`src/rtl/mem_port_arbiter.sv`:
```
`default_nettype none
// ============================================================================
// Module      : mem_port_arbiter
// Description : Shares one single-port byte-writable BRAM between the fetch
//               and data ports, with a data-priority starvation limit.
// Revision    : 1.0 - initial release
// ============================================================================
module mem_port_arbiter #(
    parameter int ADDR_W       = 11,
    parameter int RD_LATENCY   = 2,
    parameter int MAX_D_STREAK = 4
) (
    input  logic              clk,
    input  logic              rst,
    input  logic              if_req,
    input  logic [ADDR_W-1:0] if_addr,
    output logic              if_gnt,
    output logic              if_rvalid,
    output logic [31:0]       if_rdata,
    input  logic              d_req,
    input  logic              d_we,
    input  logic [3:0]        d_be,
    input  logic [ADDR_W-1:0] d_addr,
    input  logic [31:0]       d_wdata,
    output logic              d_gnt,
    output logic              d_rvalid,
    output logic [31:0]       d_rdata,
    output logic              ram_en,
    output logic [3:0]        ram_we,
    output logic [ADDR_W-1:0] ram_addr,
    output logic [31:0]       ram_din,
    input  logic [31:0]       ram_dout
);

    localparam logic [3:0] c_max_streak = 4'(MAX_D_STREAK);

    logic [3:0]            r_streak;
    logic                  w_if_gnt;
    logic                  w_d_gnt;
    logic                  w_rd_accept;
    logic                  w_ret_valid;
    logic [RD_LATENCY-1:0] r_valid;
    logic [RD_LATENCY-1:0] r_is_data;
    logic [RD_LATENCY-1:0] w_valid_nxt;
    logic [RD_LATENCY-1:0] w_is_data_nxt;

    // Data wins unless fetch has already waited through a full streak.
    always_comb begin
        w_d_gnt  = 1'b0;
        w_if_gnt = 1'b0;
        if (!rst) begin
            if (d_req && (!if_req || (r_streak != c_max_streak))) begin
                w_d_gnt = 1'b1;
            end else if (if_req) begin
                w_if_gnt = 1'b1;
            end
        end
    end

    always_ff @(posedge clk) begin
        if (rst) begin
            r_streak <= 4'd0;
        end else if (!if_req || w_if_gnt) begin
            r_streak <= 4'd0;
        end else if (w_d_gnt && (r_streak != c_max_streak)) begin
            r_streak <= r_streak + 4'd1;
        end
    end

    assign if_gnt = w_if_gnt;
    assign d_gnt  = w_d_gnt;

    always_comb begin
        ram_en   = w_if_gnt | w_d_gnt;
        ram_we   = (w_d_gnt && d_we) ? d_be : 4'b0000;
        ram_addr = w_d_gnt ? d_addr : (w_if_gnt ? if_addr : '0);
        ram_din  = w_d_gnt ? d_wdata : 32'd0;
    end

    assign w_rd_accept = w_if_gnt | (w_d_gnt & ~d_we);

    generate
        if (RD_LATENCY == 1) begin : g_single
            assign w_valid_nxt   = w_rd_accept;
            assign w_is_data_nxt = w_d_gnt;
        end else begin : g_shift
            assign w_valid_nxt   = {r_valid[RD_LATENCY-2:0], w_rd_accept};
            assign w_is_data_nxt = {r_is_data[RD_LATENCY-2:0], w_d_gnt};
        end
    endgenerate

    always_ff @(posedge clk) begin
        if (rst) begin
            r_valid   <= '0;
            r_is_data <= '0;
        end else begin
            r_valid   <= w_valid_nxt;
            r_is_data <= w_is_data_nxt;
        end
    end

    // Returns are suppressed while in reset so no pre-reset read ever surfaces.
    assign w_ret_valid = r_valid[RD_LATENCY-1] & ~rst;
    assign if_rvalid   = w_ret_valid & ~r_is_data[RD_LATENCY-1];
    assign d_rvalid    = w_ret_valid &  r_is_data[RD_LATENCY-1];
    assign if_rdata    = if_rvalid ? ram_dout : 32'd0;
    assign d_rdata     = d_rvalid  ? ram_dout : 32'd0;

endmodule
`default_nettype wire

```
`config.mk`:
```
export PLATFORM = sky130hd
export DESIGN_NAME = mem_port_arbiter
export DESIGN_NICKNAME = d
export VERILOG_FILES = /design/src/rtl/mem_port_arbiter.sv
export SDC_FILE = /design/constraint.sdc
export NUM_CORES = 1
export LEC_CHECK = 0
export ABC_AREA = 1
export BUFFER_PORTS_ARGS = -buffer_cell sky130_fd_sc_hd__buf_4
export CORE_AREA = 3 3 82 84
export CTS_CLUSTER_DIAMETER = 150
export DETAILED_ROUTE_END_ITERATION = 6
export DIE_AREA = 0 0 85 87
export PLACE_DENSITY_LB_ADDON = 0.08
export SLEW_MARGIN = 20
export SYNTH_ARGS = -nofsm -noshare
export SYNTH_HDL_FRONTEND = slang
export SYNTH_SLANG_ARGS = --single-unit
```
`constraint.sdc`:
```
create_clock -name clk -period 1.4 [get_ports clk]
set_clock_uncertainty 0.05 [all_clocks]
set_input_delay 0 -clock clk [delete_from_list [all_inputs] [get_ports clk]]
set_output_delay 0 -clock clk [all_outputs]
set_load 0.01 [all_outputs]
```
==> results.cfg, run 1 <==
[sta]
relSlewSlack_pct = 74.64
rsz0062_at_grt = true
slew_violations = 0
worst_pin_slew_ns = 0.3790
fmax_mhz = 672.6
finalHoldViolCount = 0
fin_crit_ns = 1.487
layout_worst_path_cycle_share_pct = 106.2
setup_slack_ns = -0.08688
fin_tns_setup_ns = -1.963
finalSetupViolations = 49
hold_ws_ns = 0.1025

[synth]
syn_avg_cell_area_um2 = 4.823
yosysUniqueCellTypes = 20
synth_area_mm2 = 0.001292
synth_seq_cells = 8
synthMuxAreaShare_pct = 0
syn-num-nets = 365
syn-instance-count = 268
synth-xor-area-share_pct = 0
ys_seq_area_share_pct = 12.39
synth-adder-area-share_pct = 1.936
synth_compound_area_share_pct = 1.549
ys.warnings.count = 0
synth_top_family_by_area = simple AND/OR/NAND/NOR gates
yosys.area_share.simple_pct = 51.98

[clocking]
cts-root-buf = clkbuf_8
htreeDepth = 1
cts_buffer_depth = 2
clock_latency_ns = 0.23
cts_buffers = 3
cts_tree = yes
clock_sinks = 8
path_clk_slew_ns = 0.04

[placed_design]
placed_area_mm2 = 0.002935
place.gp.congestion = 0.7600
io_buffer_count = 210
place_ws_ns = 0.03431
dp_hpwl_mm = 5.666

[pwr]
p_int_mw = 0.7861
total_leakage_power_nw = 2.111
p_per_area_mw_per_mm2 = 351.1
p_seq_share_pct = 20.9
swShare_pct = 31.64
power.switching_mw = 0.3638
irDropWorstVdd_mv = 0.3144
pwr-share-comb_pct = 54.7
clockPowerShare_pct = 24.4

[detailed_routing]
via_per_inst = 4.143
drc = 0
antenna_violating_nets_post_route = 0
wirelength_mm = 6.900
vias = 2312
wl_per_cell_um = 12.37
drt_first_pass_iters = 4
drt_iter0_drc = 98

[grt]
grt_pass1_wl_mm = 10.58
grt_max_degree = 34
grt-ovfl-total = 0
antenna_found_initial = 0
grt_pass1_vias = 2214
grt.total_usage_pct = 17.35

[worst_setup_path]
cp_top_family = buffers and inverters
path_buf_inv = 4
end_kind = output port
crit_type = flop to output port
crit_slowest_cell = dfxtp_2
cp_max_fo = 5
cp_data_required_time_ns = 1.35
start_kind = flop
arrival_ns = 1.44
critical_path.max_stage_delay_ns = 0.32
crit_chain = inv_2 -> ha_4 -> nand4_4 -> buf_12 -> clkbuf_16 -> nand4_1 -> nand2_1 -> buf_6

[job]
maxCapViolCount = 0

[cells_and_area]
nFillCells = 610
final_common_cell = buf_4
antenna-diode-count = 0
final_util_pct = 54.68
layout-drive-gt1-share_pct = 52.80
layout_common_cells = 202 x buf_4, 93 x nor2_1, 76 x inv_1, 17 x nand2_1
final_area_mm2 = 0.003276
area_growth_pct = 153.4
final_net_count = 582

[floorplanning]
coreArea_mm2 = 0.005991
initial_utilization_pct = 21.57
dieArea_mm2 = 0.007395
ios = 211
rows = 28
die_x_um = 85
die_h_um = 87

[outcome]
violations = setup timing
status = finished, violations left

[worst_hold_path]
hp-class = input port to flop
==> layout make-up <==
cell class | instances | area, µm² | area share [%]
sequential | 8 | 162.7 | 4.966
clock buffer | 3 | 41.29 | 1.261
inverter | 82 | 310.3 | 9.473
timing repair buffer | 227 | 1849 | 56.46
multi-input combinational | 163 | 818.3 | 24.98
tap | 75 | 93.84 | 2.865
==> synth_stat cells, drive strengths merged <==
| cell type | count | area (µm²) |
|---|---|---|
| a21oi | 2 | 10.01 |
| nand4 | 12 | 90.09 |
| clkbuf | 1 | 3.750 |
| nor3 | 5 | 25.02 |
| nor2 | 104 | 392.9 |
| nand3 | 17 | 90.09 |
| nand2 | 19 | 73.82 |
| inv | 82 | 307.8 |
| buf | 14 | 103.8 |
| ha | 2 | 25.02 |
| o21ai | 2 | 10.01 |
| dfxtp | 8 | 160.2 |
==> worst min-delay path, stage by stage <==
cell and delay (ns):
buf_4 0.10, inv_2 0.06, nand3_4 0.13, nor3_1 0.05
==> kinds of logic (layout without fill, tap and decap cells) <==
kind of cell	Yosys count	in the layout
fa+ha+maj	2	2
simple gates	157	157
compound gates	4	4
flops	8	8
buf+inv	97	312
==> power groups by stage <==
stage	Combinational (mW)	Clock [mW]	Sequential, mW
detailed placement	0.562	0	0.243
global placement	0.559	0	0.243
global route	0.691	0.302	0.240
CTS	0.619	0.290	0.240
floorplan	0.206	0	0.243
finish	0.629	0.281	0.240
==> routing by layer <==
metal / share of wire [%] / vias up / global-route usage, % / wire, µm
li1: - / 1190 / - / -
met1: 36 / 982 / 19.17 / 2493
met2: 52 / 131 / 32.34 / 3622
met3: 9.9 / 9 / 5.014 / 681
met4: 1.5 / 0 / 4.460 / 102
met5: 0 / - / 0 / 0
==> registers in the layout, indices dropped and copies added, names as in the netlist <==
signal and flops:
r_is_data 2, r_valid 2, r_streak 4
==> stage by stage <==
step	power [mW]	std cells
3_3_place_gp	0.8018	547
3_5_place_dp	0.8053	547
6_report	1.150	558
5_1_grt	1.234	558
2_1_floorplan	0.4493	268
4_1_cts	1.149	556
==> final timing paths <==
kind | start | slack (ns) | cells after the start | end
hold / removal | rst | 0.10 | 4 | r_streak[1]$_SDFFE_PP0P_
setup reg to reg | r_streak[1]$_SDFFE_PP0P_ | 0.13 | 7 | r_streak[2]$_SDFFE_PP0P_
setup / recovery | r_streak[1]$_SDFFE_PP0P_ | -0.09 | 8 | ram_addr[7]
hold reg to reg | r_is_data[0]$_SDFF_PP0_ | 0.35 | 2 | r_is_data[1]$_SDFF_PP0_
==> timing repair <==
item / 4_1_cts / 5_1_grt
gates resized for setup: 42 / 11
hold endpoints to repair: 4 / 0
endpoints found under the setup margin: 50 / 82
setup buffers: 2 / 1
hold buffers: 3 / 0
cloned: 1 / 1
pin swaps: 5 / 7
No activity file was read; power rests on OpenSTA's default activity.
==> inputs of run 2 (changes only) <==
CELL_PAD_IN_SITES_DETAIL_PLACEMENT = 2   (was unset)
CELL_PAD_IN_SITES_GLOBAL_PLACEMENT = 2   (was unset)
CORE_AREA = unset   (was 3 3 82 84)
CORE_MARGIN = 3   (was unset)
CORE_UTILIZATION = 10   (was unset)
DIE_AREA = unset   (was 0 0 85 87)
==> results.cfg, run 2 (synthesis results as in run 1) <==
[sta]
layout_worst_path_cycle_share_pct = 112.6
setup_slack_ns = -0.1768
finalHoldViolCount = 0
worst_pin_slew_ns = 0.3485
relSlewSlack_pct = 76.74
rsz0062_at_grt = true
slew_violations = 0
finalSetupViolations = 50
fmax_mhz = 634.2
fin_crit_ns = 1.577

[detailed_routing]
drc = 0
antenna_violating_nets_post_route = 0
via_per_inst = 3.709
drt_iter0_drc = 59
wirelength_mm = 9.068
drt_first_pass_iters = 4
wl_per_cell_um = 13.87
vias = 2426

[cells_and_area]
nFillCells = 1518
seq_area_um2 = 162.7
area_growth_pct = 185.0
largest_reg_flops = 4
largest-register = r_streak
final_net_count = 585
final_area_mm2 = 0.003684
layout-drive-gt1-share_pct = 56.79
multi_input_area_um2 = 957.2
final_common_cell = buf_4
antenna-diode-count = 0
layout_common_cells = 193 x buf_4, 77 x inv_1, 76 x nor2_1, 25 x buf_6, 19 x nor2_4
largest_registers = r_streak: 4 flops, r_is_data: 2 flops, r_valid: 2 flops

[worst_setup_path]
crit_chain = inv_2 -> ha_4 -> nand4_4 -> nand3_4 -> buf_12 -> clkbuf_16 -> nor2_2 -> buf_4
end_kind = output port
ff2ff_setup_slack_ns = 0.07
crit_slowest_cell = dfxtp_2
cp_top_family = buffers and inverters
cp_data_required_time_ns = 1.35
r2r-start = r_streak[0]$_SDFFE_PP0P_
start_kind = flop
critical_path.max_stage_delay_ns = 0.33
path_buf_inv = 4
crit_type = flop to output port
r2r-end = r_streak[1]$_SDFFE_PP0P_
worstRegToRegCells = 7
arrival_ns = 1.53
cp_max_fo = 7

[clocking]
clock_latency_ns = 0.23
cts-root-buf = clkbuf_16
path_clk_slew_ns = 0.04
cts_buffer_depth = 2
clock_sinks = 8
cts_tree = yes
cts_buffers = 3
htreeDepth = 1

[worst_hold_path]
min_to = r_streak[1]$_SDFFE_PP0P_
hold_start = if_req
hp-class = input port to flop
holdPathStages = 3

[floorplanning]
rows = 40
dieArea_mm2 = 0.01432
die_h_um = 119.7
initial_utilization_pct = 10.50
coreArea_mm2 = 0.01231
die_x_um = 119.7
ios = 211

[outcome]
violations = setup timing
status = finished, violations left

[grt]
grt.total_usage_pct = 12.00
grt-ovfl-total = 0
grt_max_degree = 34
grt_pass1_wl_mm = 14.14
grt_pass1_vias = 2666
antenna_found_initial = 0

[pwr]
total_leakage_power_nw = 2.186
p_per_area_mw_per_mm2 = 394.5
finalPower_mw = 1.453
irDropWorstVdd_mv = 0.2542

[placed_design]
dp_hpwl_mm = 7.284
placed_area_mm2 = 0.003104
io_buffer_count = 210
place.gp.congestion = 0.7039

[job]
maxCapViolCount = 0
## run 2: how the worst max path moves through the flow
stage	end	slack [ns]	depth (start not counted)	startpoint
2_1_floorplan	ram_we[0]	0.05	6	r_streak[0]$_SDFFE_PP0P_
3_3_place_gp	ram_we[3]	0.02	7	r_streak[0]$_SDFFE_PP0P_
3_5_place_dp	ram_we[2]	-0.06	7	r_streak[0]$_SDFFE_PP0P_
4_1_cts	ram_we[2]	-0.19	7	r_streak[0]$_SDFFE_PP0P_
5_1_grt	ram_din[24]	-0.24	8	r_streak[1]$_SDFFE_PP0P_
6_report	ram_din[11]	-0.18	8	r_streak[0]$_SDFFE_PP0P_
## run 2: worst register-to-register path: stages, from the launching register on
cell and delay, ns:
dfxtp_2 0.33, inv_2 0.05, ha_4 0.16, nand4_4 0.11, nand3_4 0.10, buf_12 0.17
clkbuf_16 0.16, nor3_1 0.12
## run 2: stage by stage
stage / worst slack, ns / TNS, ns / utilization [%] / hold WS, ns / std cells
detailed placement: -0.05605 / -0.1697 / 25.21 / 0.1665 / 642
global route: -0.2416 / -9.700 / 29.92 / 0.06312 / 654
CTS: -0.1890 / -6.554 / 28.04 / 0.01781 / 650
global placement: 0.02171 / 0 / 25.21 / 0.1597 / 642
floorplan: 0.04676 / 0 / - / 0.02118 / 268
finish: -0.1768 / -5.856 / 29.92 / 0.02156 / 654
## run 2: metal layers
| metal | share of wire (%) | GRT usage, % | vias up |
|---|---|---|---|
| li1 | - | - | 1198 |
| met1 | 37 | 13.17 | 1096 |
| met2 | 52 | 22.56 | 128 |
| met3 | 11 | 4.147 | 4 |
| met4 | 0.64 | 1.933 | 0 |
| met5 | 0 | 0 | - |
## run 2: cell type report
cell class                      count  area share [%]
Tap cell                          168           5.707
Multi-Input combinational cell    163           25.99
Inverter                           82           8.356
Clock buffer                        3           2.038
Sequential cell                     8           4.416
Timing Repair Buffer              230           53.50
## run 2: repair_timing
| item | CTS | global route |
|---|---|---|
| gates resized for setup | 55 | 39 |
| hold buffers | 2 | 0 |
| buffers inserted | 1 | 2 |
| endpoints found under the setup margin | 51 | 50 |
| cloned | 2 | 2 |
| pin swaps | 1 | 3 |
| hold endpoints to repair | 3 | 0 |
## run 2: report_power, final
group          total [mW]  switching, mW  leakage (nW)  internal, mW
sequential          0.240        0.00326        0.0664         0.237
combinational       0.730          0.321          2.08         0.409
clock               0.482          0.114        0.0370         0.368
total                1.45          0.438          2.19          1.02
==> inputs of run 3 (changes only) <==
BUFFER_PORTS_ARGS = -buffer_cell sky130_fd_sc_hd__buf_2   (was -buffer_cell sky130_fd_sc_hd__buf_4)
==> results.cfg, run 3 (synthesis results as in run 1) <==
[floorplanning]
ios = 211
coreArea_mm2 = 0.01231
initial_utilization_pct = 10.50
dieArea_mm2 = 0.01432
die_x_um = 119.7
die_h_um = 119.7
rows = 40

[sta]
rsz0062_at_grt = true
fmax_mhz = 637.0
finalHoldViolCount = 0
slew_violations = 0
worst_pin_slew_ns = 0.3761
setup_slack_ns = -0.1698
layout_worst_path_cycle_share_pct = 112.1
relSlewSlack_pct = 74.90
fin_crit_ns = 1.570
hold_ws_ns = 0.05222
finalSetupViolations = 52

[worst_setup_path]
cp_data_required_time_ns = 1.35
arrival_ns = 1.52
crit_chain = inv_2 -> ha_4 -> nand4_4 -> nand3_4 -> buf_12 -> buf_16 -> nor2_2 -> buf_2
crit_type = flop to output port
path_buf_inv = 4
start_kind = flop
crit_slowest_cell = dfxtp_2
end_kind = output port
cp_max_fo = 8
cp_top_family = buffers and inverters
critical_path.max_stage_delay_ns = 0.32

[cells_and_area]
layout-drive-gt1-share_pct = 58.66
seq_area_um2 = 162.7
largest-register = r_streak
largest_registers = r_streak: 4 flops, r_is_data: 2 flops, r_valid: 2 flops
area_growth_pct = 166.3
nFillCells = 1530
layout_common_cells = 177 x buf_2, 77 x inv_1, 71 x nor2_1, 34 x buf_6, 31 x nor2_4
final_common_cell = buf_2
final_net_count = 590
largest_reg_flops = 4
multi_input_area_mm2 = 0.001047
antenna-diode-count = 0

[pwr]
irDropWorstVdd_mv = 0.2628
p_per_area_mw_per_mm2 = 414.8
total_leakage_power_nw = 2.168

[grt]
grt_max_degree = 34
grt_pass1_wl_mm = 14.25
antenna_found_initial = 0
grt-ovfl-total = 0
grt.total_usage_pct = 12.25
grt_pass1_vias = 2651

[clocking]
cts-root-buf = clkbuf_16
clock_sinks = 8
cts_tree = yes
path_clk_slew_ns = 0.04
cts_buffers = 3
htreeDepth = 1
clock_latency_ns = 0.23
cts_buffer_depth = 2

[detailed_routing]
drc = 0
drt_iter0_drc = 76
drt_first_pass_iters = 4
vias = 2453
via_per_inst = 3.722
wl_per_cell_um = 14.15
antenna_violating_nets_post_route = 0
wirelength_mm = 9.322

[outcome]
status = finished, violations left
violations = setup timing

[placed_design]
dp_hpwl_mm = 7.062
io_buffer_count = 210
place_ws_ns = -0.006548
place.gp.congestion = 0.7047

[job]
maxCapViolCount = 0

[worst_hold_path]
hp-class = input port to flop
-- run 3: worst paths after layout --
check / from / to / slack, ns / cells past startpoint
worst max-delay path: r_streak[0]$_SDFFE_PP0P_ / ram_din[1] / -0.17 / 8
worst min-delay path: if_req / r_streak[1]$_SDFFE_PP0P_ / 0.05 / 3
worst max register to register: r_streak[0]$_SDFFE_PP0P_ / r_streak[1]$_SDFFE_PP0P_ / -0.03 / 8
worst min register to register: r_is_data[0]$_SDFF_PP0_ / r_is_data[1]$_SDFF_PP0_ / 0.35 / 2
-- run 3: timing repair --
| action | CTS | global route |
|---|---|---|
| resized for setup | 83 | 46 |
| hold buffers | 2 | 0 |
| pin swaps | 5 | 3 |
| setup endpoints to repair | 50 | 56 |
| endpoints found under the hold margin | 3 | 0 |
| cloned | 6 | 0 |
| buffers inserted | 5 | 1 |
-- run 3: layout make-up --
cell class | count | share of cell area [%]
repair buffers | 235 | 47.55
multi-input cells | 163 | 30.43
inverters | 82 | 9.015
well taps | 168 | 6.107
flip-flops and latches | 8 | 4.726
clock buffers | 3 | 2.181
-- run 3: power by group --
| part | switching (mW) | internal, mW |
|---|---|---|
| combinational | 0.354 | 0.352 |
| clock | 0.114 | 0.368 |
| sequential | 0.00311 | 0.237 |
| total | 0.471 | 0.957 |
-- run 3: per-layer routing --
metal | vias to the layer above | share of wire, % | track usage [%]
met2 | 133 | 53 | 23.59
met3 | 7 | 10 | 4.053
li1 | 1207 | - | -
met1 | 1106 | 36 | 12.98
met4 | 0 | 0.95 | 2.291
met5 | - | 0 | 0
-- run 3: worst register-to-register path, cell delays in order (launching register included) --
cell and delay, ns:
dfxtp_2 0.32, inv_2 0.05, ha_4 0.16, nand4_4 0.07, nand3_4 0.14, buf_12 0.19, buf_16 0.15, buf_6 0.13
nor3_4 0.09
-- run 3: per-stage QoR --
step	cell area (µm²)	TNS, ns	total power, mW	cells	utilization [%]
detailed placement	2566	-0.01075	0.7136	642	20.84
finish	3442	-6.506	1.428	659	27.96
global route	3442	-10.66	1.529	659	27.96
floorplan	1292	0	0.4493	268	-
global placement	2566	0	0.7029	642	20.84
CTS	3216	-7.033	1.384	658	26.12
